[src/rtl/cfs_md_pkg.sv]
// Shared types and width helpers for the MD master and its command buffer.
package cfs_md_pkg;

  typedef enum logic {
    ST_IDLE  = 1'b0,
    ST_DRIVE = 1'b1
  } md_state_t;

  function automatic int offset_w(input int dw);
    return (dw <= 8) ? 1 : $clog2(dw / 8);
  endfunction

  function automatic int size_w(input int dw);
    return $clog2(dw / 8) + 1;
  endfunction

  function automatic logic [7:0] sat_inc8(input logic [7:0] v);
    return (v == 8'hFF) ? v : v + 8'd1;
  endfunction

endpackage

[src/rtl/cfs_md_fifo.sv]
// Command buffer: power-of-2 depth, wrap-bit pointers, head visible combinationally.
module cfs_md_fifo #(
  parameter int WIDTH = 8,
  parameter int DEPTH = 4,
  localparam int AW = $clog2(DEPTH)
) (
  input  logic             clk,
  input  logic             reset,
  input  logic             push,
  input  logic [WIDTH-1:0] push_data,
  input  logic             pop,
  output logic [WIDTH-1:0] head_data,
  output logic             full,
  output logic             empty,
  output logic [AW:0]      level
);

  logic [WIDTH-1:0] mem [DEPTH];
  logic [AW:0]      wr_ptr_reg;
  logic [AW:0]      rd_ptr_reg;

  always_ff @(posedge clk) begin
    if (reset) begin
      wr_ptr_reg <= '0;
      rd_ptr_reg <= '0;
    end else begin
      if (push) wr_ptr_reg <= wr_ptr_reg + 1'b1;
      if (pop)  rd_ptr_reg <= rd_ptr_reg + 1'b1;
    end
  end

  always_ff @(posedge clk) begin
    if (push) mem[wr_ptr_reg[AW-1:0]] <= push_data;
  end

  // Full and empty share the index bits and differ only in the wrap bit.
  assign empty     = (wr_ptr_reg == rd_ptr_reg);
  assign full      = (wr_ptr_reg[AW] != rd_ptr_reg[AW]) &&
                     (wr_ptr_reg[AW-1:0] == rd_ptr_reg[AW-1:0]);
  assign level     = wr_ptr_reg - rd_ptr_reg;
  assign head_data = mem[rd_ptr_reg[AW-1:0]];

endmodule

[src/rtl/cfs_md_master.sv]
// MD initiator: buffers legal commands, drives them out in order, reports completion and status counts.
module cfs_md_master
  import cfs_md_pkg::*;
#(
  parameter int ALGN_DATA_WIDTH = 32,
  parameter int FIFO_DEPTH      = 4,
  localparam int OFFSET_W = offset_w(ALGN_DATA_WIDTH),
  localparam int SIZE_W   = size_w(ALGN_DATA_WIDTH)
) (
  input  logic                       clk,
  input  logic                       reset,
  input  logic                       cmd_valid,
  output logic                       cmd_ready,
  input  logic [ALGN_DATA_WIDTH-1:0] cmd_data,
  input  logic [OFFSET_W-1:0]        cmd_offset,
  input  logic [SIZE_W-1:0]          cmd_size,
  output logic                       md_valid,
  output logic [ALGN_DATA_WIDTH-1:0] md_data,
  output logic [OFFSET_W-1:0]        md_offset,
  output logic [SIZE_W-1:0]          md_size,
  input  logic                       md_ready,
  input  logic                       md_err,
  output logic                       rsp_valid,
  output logic                       rsp_err,
  output logic [7:0]                 cnt_sent,
  output logic [7:0]                 cnt_err,
  output logic [7:0]                 cnt_drop
);

  localparam int ENTRY_W = ALGN_DATA_WIDTH + OFFSET_W + SIZE_W;
  localparam int LVL_W   = $clog2(FIFO_DEPTH) + 1;
  localparam logic [SIZE_W:0] BYTES = (SIZE_W + 1)'(ALGN_DATA_WIDTH / 8);

  md_state_t          state_reg;
  logic               rsp_valid_reg;
  logic               rsp_err_reg;
  logic [7:0]         cnt_sent_reg;
  logic [7:0]         cnt_err_reg;
  logic [7:0]         cnt_drop_reg;

  logic [ENTRY_W-1:0] head_data;
  logic               fifo_full;
  logic               fifo_empty;
  logic [LVL_W-1:0]   fifo_level;
  logic [SIZE_W:0]    span;
  logic               legal;
  logic               handshake;
  logic               accept;
  logic               push;
  logic               drop;

  // One extra bit keeps offset+size from overflowing before the range compare.
  assign span  = {{(SIZE_W + 1 - OFFSET_W){1'b0}}, cmd_offset} + {1'b0, cmd_size};
  assign legal = (cmd_size != '0) && (span <= BYTES);

  assign md_valid  = (state_reg == ST_DRIVE);
  assign handshake = md_valid && md_ready;
  // A pop in the same cycle frees a slot, so a full buffer can still accept.
  assign cmd_ready = !reset && (!fifo_full || handshake);
  assign accept    = cmd_valid && cmd_ready;
  assign push      = accept && legal;
  assign drop      = accept && !legal;

  cfs_md_fifo #(
    .WIDTH(ENTRY_W),
    .DEPTH(FIFO_DEPTH)
  ) u_fifo (
    .clk      (clk),
    .reset    (reset),
    .push     (push),
    .push_data({cmd_data, cmd_offset, cmd_size}),
    .pop      (handshake),
    .head_data(head_data),
    .full     (fifo_full),
    .empty    (fifo_empty),
    .level    (fifo_level)
  );

  assign {md_data, md_offset, md_size} = md_valid ? head_data : '0;

  always_ff @(posedge clk) begin
    if (reset) begin
      state_reg     <= ST_IDLE;
      rsp_valid_reg <= 1'b0;
      rsp_err_reg   <= 1'b0;
    end else begin
      rsp_valid_reg <= handshake;
      rsp_err_reg   <= handshake && md_err;
      case (state_reg)
        ST_IDLE:  if (push || !fifo_empty) state_reg <= ST_DRIVE;
        ST_DRIVE: if (handshake && !push && fifo_level == LVL_W'(1)) state_reg <= ST_IDLE;
        default:  state_reg <= ST_IDLE;
      endcase
    end
  end

  always_ff @(posedge clk) begin
    if (reset) begin
      cnt_sent_reg <= '0;
      cnt_err_reg  <= '0;
      cnt_drop_reg <= '0;
    end else begin
      if (handshake)           cnt_sent_reg <= sat_inc8(cnt_sent_reg);
      if (handshake && md_err) cnt_err_reg  <= sat_inc8(cnt_err_reg);
      if (drop)                cnt_drop_reg <= sat_inc8(cnt_drop_reg);
    end
  end

  assign rsp_valid = rsp_valid_reg;
  assign rsp_err   = rsp_err_reg;
  assign cnt_sent  = cnt_sent_reg;
  assign cnt_err   = cnt_err_reg;
  assign cnt_drop  = cnt_drop_reg;

endmodule

[config.mk]
export PLATFORM = sky130hd
export DESIGN_NAME = cfs_md_master
export DESIGN_NICKNAME = d
export VERILOG_FILES = /design/src/rtl/cfs_md_pkg.sv /design/src/rtl/cfs_md_fifo.sv /design/src/rtl/cfs_md_master.sv
export SDC_FILE = /design/constraint.sdc
export NUM_CORES = 1
export LEC_CHECK = 0
export CAP_MARGIN = 20
export CELL_PAD_IN_SITES_DETAIL_PLACEMENT = 1
export CELL_PAD_IN_SITES_GLOBAL_PLACEMENT = 2
export CORE_ASPECT_RATIO = 0.7
export CORE_MARGIN = 1
export CORE_UTILIZATION = 43
export CTS_CLUSTER_DIAMETER = 50
export DETAILED_ROUTE_END_ITERATION = 12
export HOLD_SLACK_MARGIN = 0.03
export PLACE_DENSITY = 0.86
export REMOVE_ABC_BUFFERS = 1
export SLEW_MARGIN = 20
export SYNTH_ARGS = -nofsm -noshare
export SYNTH_HDL_FRONTEND = slang
export SYNTH_HIERARCHICAL = 1
export SYNTH_SLANG_ARGS = --single-unit
[constraint.sdc]
create_clock -name clk -period 6.03 [get_ports clk]
set_input_delay 0.9045 -clock clk [delete_from_list [all_inputs] [get_ports clk]]
set_output_delay 0.9045 -clock clk [all_outputs]
set_load 0.1 [all_outputs]
==> flow_summary_export.csv, run 1 <==
group,metric,value,unit
worst_setup_path,critical_path_class,"flip-flop to primary output",
route,drcViolationCount,0,
synthesis,synth_top_area_share,59.8,%
synthesis,synth_flop_cell,"edfxtp_1",
cts,cts_buffers,17,
power,p_leak,3.05,nW
power,clock_power_share,38.8,%
route,wire_per_inst,20.3,µm
synthesis,async_flop_share,0,%
final_layout,diodes,0,
synthesis,synth_cell_types,45,
floorplanning,ioPinCount,107,
sta,finalMaxSlewViolations,0,
final_layout,layout_common_cells,"edfxtp_1, clkdlybuf4s50_1, and2_1",
power,switching_share,27.1,%
cts,path_clk_slew,70,ps
outcome,outcome,"finished clean",
final_layout,regArea,5150,µm²
job,cap_violations,0,
route,ant_nets,0,
floorplanning,die_width,159,µm
final_layout,num-nets-final,599,
cts,clockBufferDepth,2,
worst_setup_path,r2r_start,"md_valid",
worst_setup_path,cp.arrival,3480,ps
final_layout,multi_input_area,2100,µm²
min_path,whs_path_depth,1,
worst_setup_path,endpoint_kind,"primary output",
power,seq_power_share,45.2,%
route,via_per_inst,5.28,
global_routing,grt_pass1_vias,4335,
floorplanning,start_util,44.8,%
synthesis,avgSynthCellArea,17.2,µm²
sta,skew,6.05,ps
synthesis,netlist_area,7430,µm²
sta,finalCritPeriodShare,72.8,%
cts,cts_tree,"done",
worst_setup_path,r2r_cells,6,
worst_setup_path,worstPathRequired,5130,ps
floorplanning,rows,39,
cts,numClockSinks,183,
synthesis,synth-seq-area-share,69.2,%
min_path,min-delay-start,"cnt_drop[7]",
global_routing,grt_usage,18.9,%
sta,tns,0,ps
synthesis,ys_ff_latch,183,
power,p_total,3.12,mW
global_routing,grt.overflow.total,0,
synthesis,yosys.area.top_type,"edfxtp_1",
sta,clock.fmax,228,MHz
worst_setup_path,cp_slowest_cell,"clkdlybuf4s50_1",
worst_setup_path,r2r_end,"u_fifo/mem[1][36]",
cts,ctsHoldBuffers,0,
route,vias,4124,
cts,cts_max_level,4,
final_layout,finalCoreUtilization,56.2,%
worst_setup_path,max_stage_delay,960,ps
final_layout,layout_commonest_cell,"edfxtp_1",
synthesis,ys_warn_count,6,
floorplanning,fp.dieH,112,µm
sta,finalSetupViolCount,0,
worst_setup_path,cp_cell_sequence,"buf_4 > mux4_1 > and2_1 > clkdlybuf4s50_1",
global_routing,antenna_found_initial,0,
sta,slew_headroom,27.4,%
cts,clk_latency,420,ps
final_layout,largest_reg_flops,148,
placed_design,gp_congestion,0.752,
cts,cts_resized,0,
sta,hold_viol,0,
power,p_switching,0.847,mW
placed_design,dp.final_hpwl,10100,µm
worst_setup_path,crit_fanout,24,
final_layout,fillers,1537,
route,drtIter0Drc,194,
floorplanning,fp.dieArea,17800,µm²
cts,root_buffer,"clkbuf_16",
sta,tightest_slew,1090,ps
placed_design,port_buffers,106,
final_layout,drive_gt1_share,14.0,%
sta,hold_slack,527,ps
worst_setup_path,reg2reg_slack,2340,ps
worst_setup_path,startpoint_type,"flip-flop",
route,drt-total-wl,15900,µm
power,p_int,2.28,mW
floorplanning,coreArea,16600,µm²
min_path,min_path_type,"flip-flop to flip-flop",
final_layout,area_growth,25.5,%
global_routing,grt_max_degree,38,
power,ir_drop,0.197,mV
cts,post_cts_buffers,0,
sta,rsz0062_at_grt,"no",
sta,min_period,4390,ps
synthesis,synth_enable_flop_cells,148,
global_routing,grt_pass1_wl,24800,µm
min_path,whs_endpoint,"cnt_drop[7]",
synthesis,yosys-top-cells-area,"edfxtp_1, dfxtp_1, mux4_2",
power,pwr-share-comb,15.9,%
synthesis,netlist_instances,433,
route,firstDrtPassIters,4,
power,powerDensity,335,nW/µm²
## cells in the mapped netlist (all sizes together), types with 2 or more instances
| master | number |
|---|---|
| nand3 | 7 |
| dfxtp | 35 |
| xor2 | 10 |
| mux2i | 6 |
| o21ai | 2 |
| xnor2 | 7 |
| ha | 12 |
| nor4 | 3 |
| buf | 9 |
| nand2b | 2 |
| nand3b | 2 |
| o41ai | 2 |
| inv | 16 |
| nand2 | 13 |
| nand4 | 6 |
| or3 | 2 |
| edfxtp | 148 |
| fa | 2 |
| a211oi | 3 |
| a21oi | 8 |
| o311ai | 2 |
| a21bo | 2 |
| nor2 | 32 |
| mux4 | 37 |
| and2 | 41 |
| a211o | 2 |
| and3 | 3 |
| clkbuf | 9 |
## stage by stage
stage                     cell area [µm²]  instances  setup slack (ps)
after CTS                            9320        781              1530
after detailed placement             8670        749              1460
final                                9320        781              1640
after global placement               8670        749              1650
after floorplan                      7300        415              1710
after global routing                 9320        781              1410
## worst max-delay path: cells and delay by family, from the launching register on
kind,cells,cell delay [ps]
DFF,1,880
muxes,1,600
and+or+nand+nor,1,170
buffers and inverters,2,1380
## per-layer routing
metal | vias up | GRT usage, % | wire length, µm
met1 | 2125 | 26.1 | 7310
met4 | 0 | 5.32 | 153
met5 | - | 0 | 0
li1 | 1876 | - | -
met2 | 112 | 29.8 | 7690
met3 | 11 | 4.88 | 708
## how the worst max path moves through the flow
stage / cells past startpoint / slack [ps] / end / start
2_1_floorplan: 5 / 1710 / u_fifo/mem[3][0] / md_valid
3_3_place_gp: 9 / 1650 / u_fifo/mem[0][10] / cmd_size[0]
3_5_place_dp: 9 / 1460 / u_fifo/mem[0][29] / cmd_size[0]
4_1_cts: 4 / 1530 / md_data[30] / flip-flop
5_1_grt: 4 / 1410 / md_data[30] / flip-flop
6_report: 4 / 1640 / md_data[30] / flip-flop
## power groups by stage
stage	Clock, mW	Combinational, mW	Sequential (mW)
final	1.21	0.497	1.41
after global routing	1.29	0.518	1.42
after CTS	1.24	0.502	1.41
after global placement	0	0.490	1.44
after floorplan	0	0.322	1.47
after detailed placement	0	0.500	1.44
## final cells by class
class | instances | share of cell area (%)
Sequential cell | 183 | 55.2
Multi-Input combinational cell | 216 | 22.5
Timing Repair Buffer | 109 | 11.6
Clock buffer | 18 | 4.60
Tap cell | 225 | 3.02
Clock inverter | 14 | 2.38
Inverter | 16 | 0.644
## cell families after synthesis
| group | synth area share, % |
|---|---|
| flops | 69.2 |
| simple gates | 8.47 |
| mux | 12.5 |
| buf+inv | 2.58 |
| compound gates | 2.61 |
| xor+xnor | 2.00 |
| fa+ha+maj | 2.56 |
(Power assumes the default switching activity.)
==> inputs of run 2 (changes only) <==
Settings changed: CORE_UTILIZATION 43 to 36, PLACE_DENSITY 0.86 to 0.77.
Clock period 6.03 ns to 3.61 ns, I/O delays scaled along.
==> run 2 against run 1 <==
  * Final area up 0.68%
  * Clock skew is 3.7 ps higher
  * First-iteration DRC count increased by 1.0%
  * Worst setup slack got worse by 1000 ps
  * Critical path type is now input pin to flip-flop
==> flow_summary_export.csv, run 2 (synthesis results as in run 1) <==
group,metric,value,unit
outcome,outcome,"finished clean",
global_routing,grt_pass1_wl,24200,µm
floorplanning,fp.dieArea,21200,µm²
sta,hold_viol,0,
sta,rsz0062_at_grt,"no",
route,ant_nets,0,
cts,cts_resized,0,
floorplanning,die_width,174,µm
cts,post_cts_buffers,0,
final_layout,layout_commonest_cell,"edfxtp_1",
route,drtIter0Drc,196,
cts,cts_buffers,17,
route,wire_per_inst,18.3,µm
sta,finalMaxSlewViolations,0,
final_layout,largest_reg_flops,148,
power,powerDensity,543,nW/µm²
worst_setup_path,crit_fanout,19,
sta,finalCritPeriodShare,83.5,%
global_routing,grt_usage,15.3,%
worst_setup_path,cp_slowest_cell,"clkdlybuf4s50_1",
placed_design,gp_congestion,0.732,
power,p_leak,3.17,nW
worst_setup_path,worstPathRequired,3740,ps
worst_setup_path,max_stage_delay,580,ps
cts,ctsHoldBuffers,0,
floorplanning,ioPinCount,107,
floorplanning,coreArea,20000,µm²
global_routing,grt.overflow.total,0,
sta,skew,9.75,ps
power,p_total,5.10,mW
route,firstDrtPassIters,4,
route,drcViolationCount,0,
floorplanning,rows,43,
sta,min_period,3020,ps
cts,root_buffer,"clkbuf_16",
floorplanning,fp.dieH,122,µm
placed_design,dp_cells,802,
cts,cts_tree,"done",
route,vias,4042,
worst_setup_path,startpoint_type,"input pin",
final_layout,layout_common_cells,"edfxtp_1, clkdlybuf4s50_1, buf_4",
final_layout,drive_gt1_share,22.2,%
min_path,min_path_type,"flip-flop to flip-flop",
worst_setup_path,cp_cell_sequence,"clkdlybuf4s50_1 > ha_1 > inv_1 > fa_1 > nand2b_1 > a211oi_1 > a21oi_1 > nor2_1 > and2_2 > buf_12",
final_layout,area_growth,26.3,%
floorplanning,start_util,37.1,%
route,via_per_inst,4.85,
worst_setup_path,critical_path_class,"input pin to flip-flop",
final_layout,diodes,0,
job,cap_violations,0,
worst_setup_path,critPathBufInv,3,
cts,clk_latency,430,ps
final_layout,instances_no_fill,834,
cts,path_clk_slew,70,ps
global_routing,antenna_found_initial,0,
worst_setup_path,cp.arrival,3150,ps
sta,tightest_slew,1010,ps
cts,cts_max_level,4,
power,ir_drop,0.337,mV
sta,finalSetupViolCount,0,
worst_setup_path,endpoint_kind,"flip-flop",
placed_design,port_buffers,106,
sta,tns,0,ps
final_layout,finalCoreUtilization,46.9,%
cts,numClockSinks,183,
route,drt-total-wl,15300,µm
cts,clockBufferDepth,2,
placed_design,dp.final_hpwl,9930,µm
sta,clock.fmax,332,MHz
sta,slew_headroom,32.7,%
final_layout,num-nets-final,607,
global_routing,grt_pass1_vias,4494,
global_routing,grt_max_degree,42,
sta,hold_slack,507,ps
worst_setup_path,critPathTopFamily,"buffers and inverters",
==> run 2: cell count changes in the layout (fill, tap and decap cells not counted), moves of 2 or more <==
cell             delta
inv_8               +2
buf_12              +6
bufinv_16           -2
clkdlybuf4s50_1    -39
buf_4              +41
==> run 2: cell type report <==
class | count | area (µm²)
multi-input cells | 216 | 2100
well taps | 270 | 338
flip-flops and latches | 183 | 5150
clock inverters | 14 | 191
inverters | 16 | 60.1
repair buffers | 117 | 1120
clock buffers | 18 | 429
fillers | 1954 | 10600
==> run 2: where the power goes <==
group,internal (mW),leakage (nW),switching (mW),total (mW)
logic,0.242,1.26,0.603,0.845
registers,2.31,1.62,0.0199,2.33
clock network,1.11,0.296,0.812,1.92
total,3.66,3.17,1.44,5.10
==> run 2: stage by stage <==
| step | instance area, µm² | setup slack, ps |
|---|---|---|
| 4_1_cts | 9390 | 600 |
| 2_1_floorplan | 7300 | -713 |
| 3_3_place_gp | 8760 | 229 |
| 3_5_place_dp | 8760 | 188 |
| 6_report | 9390 | 594 |
| 5_1_grt | 9390 | 345 |
==> run 2: layer usage <==
| metal | up-vias | routed length (µm) | part of all wire (%) | global-route usage, % |
|---|---|---|---|---|
| met5 | - | 0 | 0 | 0 |
| met4 | 0 | 103 | 0.67 | 3.78 |
| met3 | 11 | 728 | 4.8 | 5.02 |
| met2 | 93 | 7320 | 48 | 25.4 |
| met1 | 2051 | 7130 | 47 | 19.5 |
| li1 | 1887 | - | - | - |
==> run 2: final timing paths <==
path | from | to | slack [ps] | cells after the start
setup / recovery | cmd_size[0] | u_fifo/mem[1][18] | 590 | 10
hold / removal | cnt_drop[7] | cnt_drop[7] | 510 | 1
setup reg to reg | u_fifo/wr_ptr_reg[0] | u_fifo/mem[1][18] | 1060 | 9
hold reg to reg | cnt_drop[7] | cnt_drop[7] | 510 | 1
